--- src/rtl/prio_arb_pkg.sv ---
// prio_arb_pkg: shared state type, owner codes and grant-to-code mapping for prio_arb_sync
package prio_arb_pkg;
  typedef enum logic {IDLE, GRANT} state_e;
  localparam logic [1:0] ID_REQ3 = 2'b00;
  localparam logic [1:0] ID_REQ2 = 2'b01;
  localparam logic [1:0] ID_REQ1 = 2'b10;
  localparam logic [1:0] ID_REQ0 = 2'b11;
  function automatic logic [1:0] gnt_code(input logic [3:0] oh);
    return oh[3] ? ID_REQ3 : oh[2] ? ID_REQ2 : oh[1] ? ID_REQ1 : oh[0] ? ID_REQ0 : 2'b00;
  endfunction
endpackage

--- src/rtl/prio_pick.sv ---
// prio_pick: combinational winner select, fixed (bit 3 first) or downward search from start
module prio_pick import prio_arb_pkg::*; (
  input  logic [3:0] eff,
  input  logic [1:0] start,
  input  logic       rr_en,
  output logic [3:0] win_onehot,
  output logic [1:0] win_id,
  output logic       any
);
  logic [1:0] idx;
  // Later iterations overwrite earlier ones, so k=0 (start or bit 3) has top priority
  always_comb begin
    win_onehot = '0;
    idx = '0;
    for (int k = 3; k >= 0; k--) begin
      idx = rr_en ? start - 2'(k) : 2'(3 - k);
      if (eff[idx]) win_onehot = 4'b0001 << idx;
    end
  end
  assign win_id = gnt_code(win_onehot);
  assign any = |eff;
endmodule

--- src/rtl/prio_arb_sync.sv ---
// prio_arb_sync: 4-requester arbiter with bounded tenure and fixed or round-robin priority
module prio_arb_sync import prio_arb_pkg::*; #(
  parameter int MAX_HOLD = 4,
  parameter bit RR_EN = 1'b0
) (
  input  logic       clk,
  input  logic       rst,
  input  logic [3:0] req,
  output logic [3:0] gnt,
  output logic [1:0] gnt_id,
  output logic       gnt_valid,
  output logic       preempt
);
  localparam int CW = MAX_HOLD > 1 ? $clog2(MAX_HOLD) : 1;
  state_e        state_q;
  logic [3:0]    gnt_q, mask_q, eff_d, win_onehot;
  logic [1:0]    gnt_id_q, rr_ptr_q, win_id;
  logic [CW-1:0] hold_cnt_q;
  logic          preempt_q, any, timeout;
  // A requester masked after timeout still wins if nobody else is asking
  assign eff_d = |(req & ~mask_q) ? req & ~mask_q : req;
  assign timeout = MAX_HOLD != 0 && hold_cnt_q == CW'(MAX_HOLD - 1);
  prio_pick u_pick (
    .eff(eff_d),
    .start(rr_ptr_q),
    .rr_en(RR_EN),
    .win_onehot(win_onehot),
    .win_id(win_id),
    .any(any)
  );
  // Owner index is the bitwise inverse of its code, so o-1 is ~gnt_id_q - 1
  always_ff @(posedge clk) begin
    if (rst) begin
      state_q    <= IDLE;
      gnt_q      <= '0;
      gnt_id_q   <= '0;
      preempt_q  <= 1'b0;
      hold_cnt_q <= '0;
      rr_ptr_q   <= 2'd3;
      mask_q     <= '0;
    end else begin
      preempt_q <= 1'b0;
      case (state_q)
        IDLE: if (any) begin
          state_q    <= GRANT;
          gnt_q      <= win_onehot;
          gnt_id_q   <= win_id;
          mask_q     <= '0;
          hold_cnt_q <= '0;
        end
        GRANT: if (!(|(req & gnt_q)) || timeout) begin
          state_q  <= IDLE;
          gnt_q    <= '0;
          gnt_id_q <= '0;
          rr_ptr_q <= ~gnt_id_q - 2'd1;
          if (|(req & gnt_q)) begin
            mask_q    <= gnt_q;
            preempt_q <= 1'b1;
          end
        end else hold_cnt_q <= hold_cnt_q + 1'b1;
        default: state_q <= IDLE;
      endcase
    end
  end
  assign gnt = gnt_q;
  assign gnt_id = gnt_id_q;
  assign gnt_valid = |gnt_q;
  assign preempt = preempt_q;
endmodule
--- config.mk ---
export PLATFORM = sky130hd
export DESIGN_NAME = prio_arb_sync
export DESIGN_NICKNAME = d
export VERILOG_FILES = /design/src/rtl/prio_arb_pkg.sv /design/src/rtl/prio_pick.sv /design/src/rtl/prio_arb_sync.sv
export SDC_FILE = /design/constraint.sdc
export NUM_CORES = 1
export LEC_CHECK = 0
export ABC_AREA = 1
export CAP_MARGIN = 10
export CORE_ASPECT_RATIO = 1.75
export CORE_MARGIN = 2
export CORE_UTILIZATION = 49
export CTS_CLUSTER_DIAMETER = 80
export DETAILED_ROUTE_END_ITERATION = 8
export GPL_ROUTABILITY_DRIVEN = 1
export HOLD_SLACK_MARGIN = 0.12
export PLACE_DENSITY = 0.74
export SLEW_MARGIN = 20
export SYNTH_ARGS = -nofsm -noshare
export SYNTH_HDL_FRONTEND = slang
export SYNTH_HIERARCHICAL = 1
export SYNTH_SLANG_ARGS = --single-unit
--- constraint.sdc ---
create_clock -name clk -period 1.8 [get_ports clk]
set_input_delay 0.45 -clock clk [delete_from_list [all_inputs] [get_ports clk]]
set_output_delay 0.45 -clock clk [all_outputs]
set_load 0.02 [all_outputs]
==> results of run 1 <==
[per-layer routing]
layer,part of all wire (%),GRT usage [%],routed length [um],vias to the layer above
li1,-,-,-,722
met1,37,27.0,1510,676
met2,57,57.5,2320,46
met3,3.2,1.30,130,13
met4,3.1,12.5,127,0
met5,0,0,0,-
[worst register-to-register path, stage by stage, from the launching register on]
cell     delay, ns
dfxtp_2       0.36
o22ai_4       0.08
nor2_4        0.14
o21ai_4       0.10
a21oi_2       0.19
inv_2         0.08
nand2_2       0.07
nand2_2       0.05
o21ai_2       0.18
nand2_1       0.09
nand2_2       0.09
a21oi_4       0.07
nand2_1       0.09
nand2_1       0.07
a21oi_1       0.12
[cell type report]
class	instances	area (um2)
multi-input combinational	147	860
timing repair buffer	57	457
fill	156	450
sequential	16	327
inverter	26	108
clock buffer	3	41.3
tap	25	31.3
[kinds of logic after synthesis]
| family | Yosys count |
|---|---|
| flip-flops | 16 |
| adder cells (fa/ha/maj) | 1 |
| AND/OR/NAND/NOR | 108 |
| AO/OA/AOI/OAI | 30 |
| XOR/XNOR | 1 |
| buffers and inverters | 28 |
| other | 1 |
[sequential cells by signal, summed over array words and instances, names as in the netlist]
signal / cells
gnt: 4
gnt_id: 2
hold_cnt_q: 2
mask_q: 4
preempt: 1
rr_ptr_q: 2
state_q: 1
[report_power, final]
group	switching, mW	internal [mW]
Combinational	0.330	0.245
Sequential	0.0295	0.381
Clock	0.116	0.148
Total	0.476	0.774
[through the flow]
| stage | setup slack, ns | std cells | utilization (%) |
|---|---|---|---|
| finish | -0.0442 | 274 | 80.2 |
| CTS | -0.0122 | 265 | 73.9 |
| detailed placement | -0.799 | 251 | 66.4 |
| global route | -0.114 | 274 | 80.2 |
| floorplan | -0.00424 | 191 | - |
| global placement | -0.693 | 251 | 66.4 |
[synth_stat cells]
cell	n	area, um2
nand3_1	17	85.1
nand3_2	2	20.0
nor2_1	13	48.8
buf_6	1	11.3
nor2_2	1	6.26
nand2_4	1	11.3
o21ai_2	2	17.5
buf_2	1	5.00
o21ai_0	3	15.0
conb_1	1	3.75
nor2_4	3	33.8
nand2_2	11	68.8
inv_1	23	86.3
ha_1	1	12.5
xor2_1	1	8.76
nand4_1	6	37.5
inv_2	3	11.3
a21oi_1	17	85.1
or4_1	1	7.51
nand2_1	52	195
o211ai_1	1	7.51
nand4_2	1	12.5
dfxtp_1	16	320
o22ai_1	1	6.26
a21oi_2	2	17.5
o21ai_1	4	20.0
[what timing repair did]
action | 4_1_cts | 5_1_grt
endpoints found under the setup margin | 14 | 14
gates resized for setup | 37 | 28
pin swaps | 18 | 20
setup buffers | 11 | 9
[worst paths after layout]
path	startpoint	end	cells after the start
setup / recovery	req[0]	gnt_id[1]$_SDFFE_PP0P_	16
hold / removal	hold_cnt_q[1]$_SDFFE_PP0P_	hold_cnt_q[1]$_SDFFE_PP0P_	2
setup reg to reg	mask_q[0]$_SDFFE_PP0P_	gnt_id[1]$_SDFFE_PP0P_	14
hold reg to reg	hold_cnt_q[1]$_SDFFE_PP0P_	hold_cnt_q[1]$_SDFFE_PP0P_	2
==> metrics.log, run 1 <==
[metrics] critical path required time: about 2.0 ns
[metrics] Antenna diodes: 0
[metrics] flip-flop and latch count after synthesis: 16
[metrics] global-route wire length before repair: 5.54 mm
[metrics] instance area at placement: 1510 um2
[metrics] buffering stage count on the worst path with inverters included: 3
[metrics] proportion of synthesized area in mux cells: 0%
[metrics] largest net degree at the start of global routing: 10
[metrics] global placement routability congestion: 0.798
[metrics] total congestion overflow: 0
[metrics] final hold violation count: 0
[metrics] TritonCTS clock tree: yes
[metrics] total die area: 2780 um2
[metrics] arrival time worst endpoint: 2.02 ns
[metrics] fraction of the yosys area taken by sequential cells: approximately 28%
[metrics] arithmetic-cell share of the synthesized area counting full adders, half adders and majority gates: under 10%
[metrics] total number of nets in the final design: approximately 260
[metrics] number of sinks on the clock net: 16
[metrics] Hold Path Class: reg -> reg
[metrics] largest family of logic cells by synthesized area: simple AND/OR/NAND/NOR gates
[metrics] kind of cell with the highest combined delay on the critical path: compound AO/OA/AOI/OAI gates
[metrics] clock network latency to the later pin of the worst-skew pair: ~0.24 ns
[metrics] number of cells produced by synthesis: roughly 190
[metrics] detailed-route wire length per cell: 14.9 um
[metrics] CP max stage delay: 0.19 ns
[metrics] number of setup violations in the final report: 2
[metrics] leak pwr: about 0.93 nW
[metrics] setup tns final: -0.0502 ns
[metrics] violations in the final reports: negative setup slack
[metrics] kind of launch point of the worst setup path: input pin
[metrics] Remaining DRCs: 0
[metrics] horizontal extent of the die: between 40 and 50 um
[metrics] TritonCTS Buffers: 3
[metrics] floorplan die height: 68.2 um
[metrics] number of port buffers: 13
[metrics] Cell Area, Synth: 1150 um2
[metrics] most common cell after layout, fill and taps aside: nand2_1
[metrics] Routed Antenna Nets: 0
[metrics] number of buffers added to fix hold violations after cts: 0
[metrics] Iteration-0 DRC Markers: 49
[metrics] CTS H-tree lvls: 1
[metrics] slowest stage cell, crit path: a21oi_2
[metrics] Reg2Reg Setup Slack: -0.03 ns
[metrics] combined global-route utilization of all metal layers: 28.8%
[metrics] category of the most critical setup path: in -> reg
[metrics] post-route clock skew: 0.000883 ns
[metrics] crit-path cells: buf_6 > inv_4 > o22ai_4 > nor2_4 > o21ai_4 > a21oi_2 > inv_2 > nand2_2 > nand2_2 > o21ai_2 > nand2_1 > nand2_2 > a21oi_4 > nand2_1 > nand2_1 > a21oi_1
[metrics] commonest non-fill, non-tap cells in the layout: nand2_1, buf_4, nand3_1
[metrics] Synthesis Warnings: 6
[metrics] mean instance size in the synthesized netlist: 6.24 um2
[metrics] number of maximum-capacitance violations: 0
[metrics] largest driver fanout on the critical path: 4
[metrics] max frequency: about 0.54 GHz
[metrics] unique cell type count in the Yosys netlist: 26
[metrics] compound-cell area share of the yosys netlist: between 10 and 15%
[metrics] simple-gate share of the synthesized area: 45.6%
[metrics] number of max-slew violations in the final report: 0
[metrics] number of detailed-routing iterations run before antenna repair: 4
[metrics] Total Power Consumption: 1.25 mW
[metrics] per-cell via count in the routed design: 5.32
[metrics] slack of the critical path: -0.0442 ns
[metrics] clock period minus final worst setup slack: 1.84 ns
[metrics] worst vdd ir: 0.635 mV
[metrics] fraction of the cycle the final worst path needs: 102%
[metrics] share of cells above drive strength 1: 44.2%
[metrics] via count: 1457
[metrics] initial antenna violation count: 0
[metrics] area added between synthesis and finish: 57.9%
[metrics] total wirelength of the detailed-routed design: 4.08 mm
[metrics] number of top-level pins: 14
[metrics] area share of xor/xnor cells in the synthesized design: 0.758%
[metrics] cell area power density: 685 nW/um2
[metrics] master cell of the clock root buffer: clkbuf_8
[metrics] total number of placement rows: 23
[metrics] maximum buffer depth of the clock tree: 2
[metrics] RSZ-0062 raised after global routing: yes
[metrics] Starting Density: around 50%
[metrics] result of the run: complete, but fails checks
[metrics] critical path capture point type: register
[metrics] HPWL Detailed: 2.53 mm
[metrics] Reg clk slew, reported paths: 0.06 ns
[metrics] via count of the first global-routing pass: 1397
[metrics] post-route standard cell area excluding fillers: 1820 um2
[metrics] hold slack final: around 0.51 ns
[metrics] core box area: 2270 um2
Power figures use the tool's default switching activity.
==> run 2, diff against run 1 <==
--- a/config.mk
+++ b/config.mk
@@ -10,7 +10,7 @@
 export CORE_ASPECT_RATIO = 1.75
 export CORE_MARGIN = 2
 export CORE_UTILIZATION = 49
-export CTS_CLUSTER_DIAMETER = 80
+export CTS_CLUSTER_DIAMETER = 120
 export DETAILED_ROUTE_END_ITERATION = 8
 export GPL_ROUTABILITY_DRIVEN = 1
 export HOLD_SLACK_MARGIN = 0.12
==> results of run 2 <==
Same layout as run 1: the final DEF is identical, and so are final timing and power.
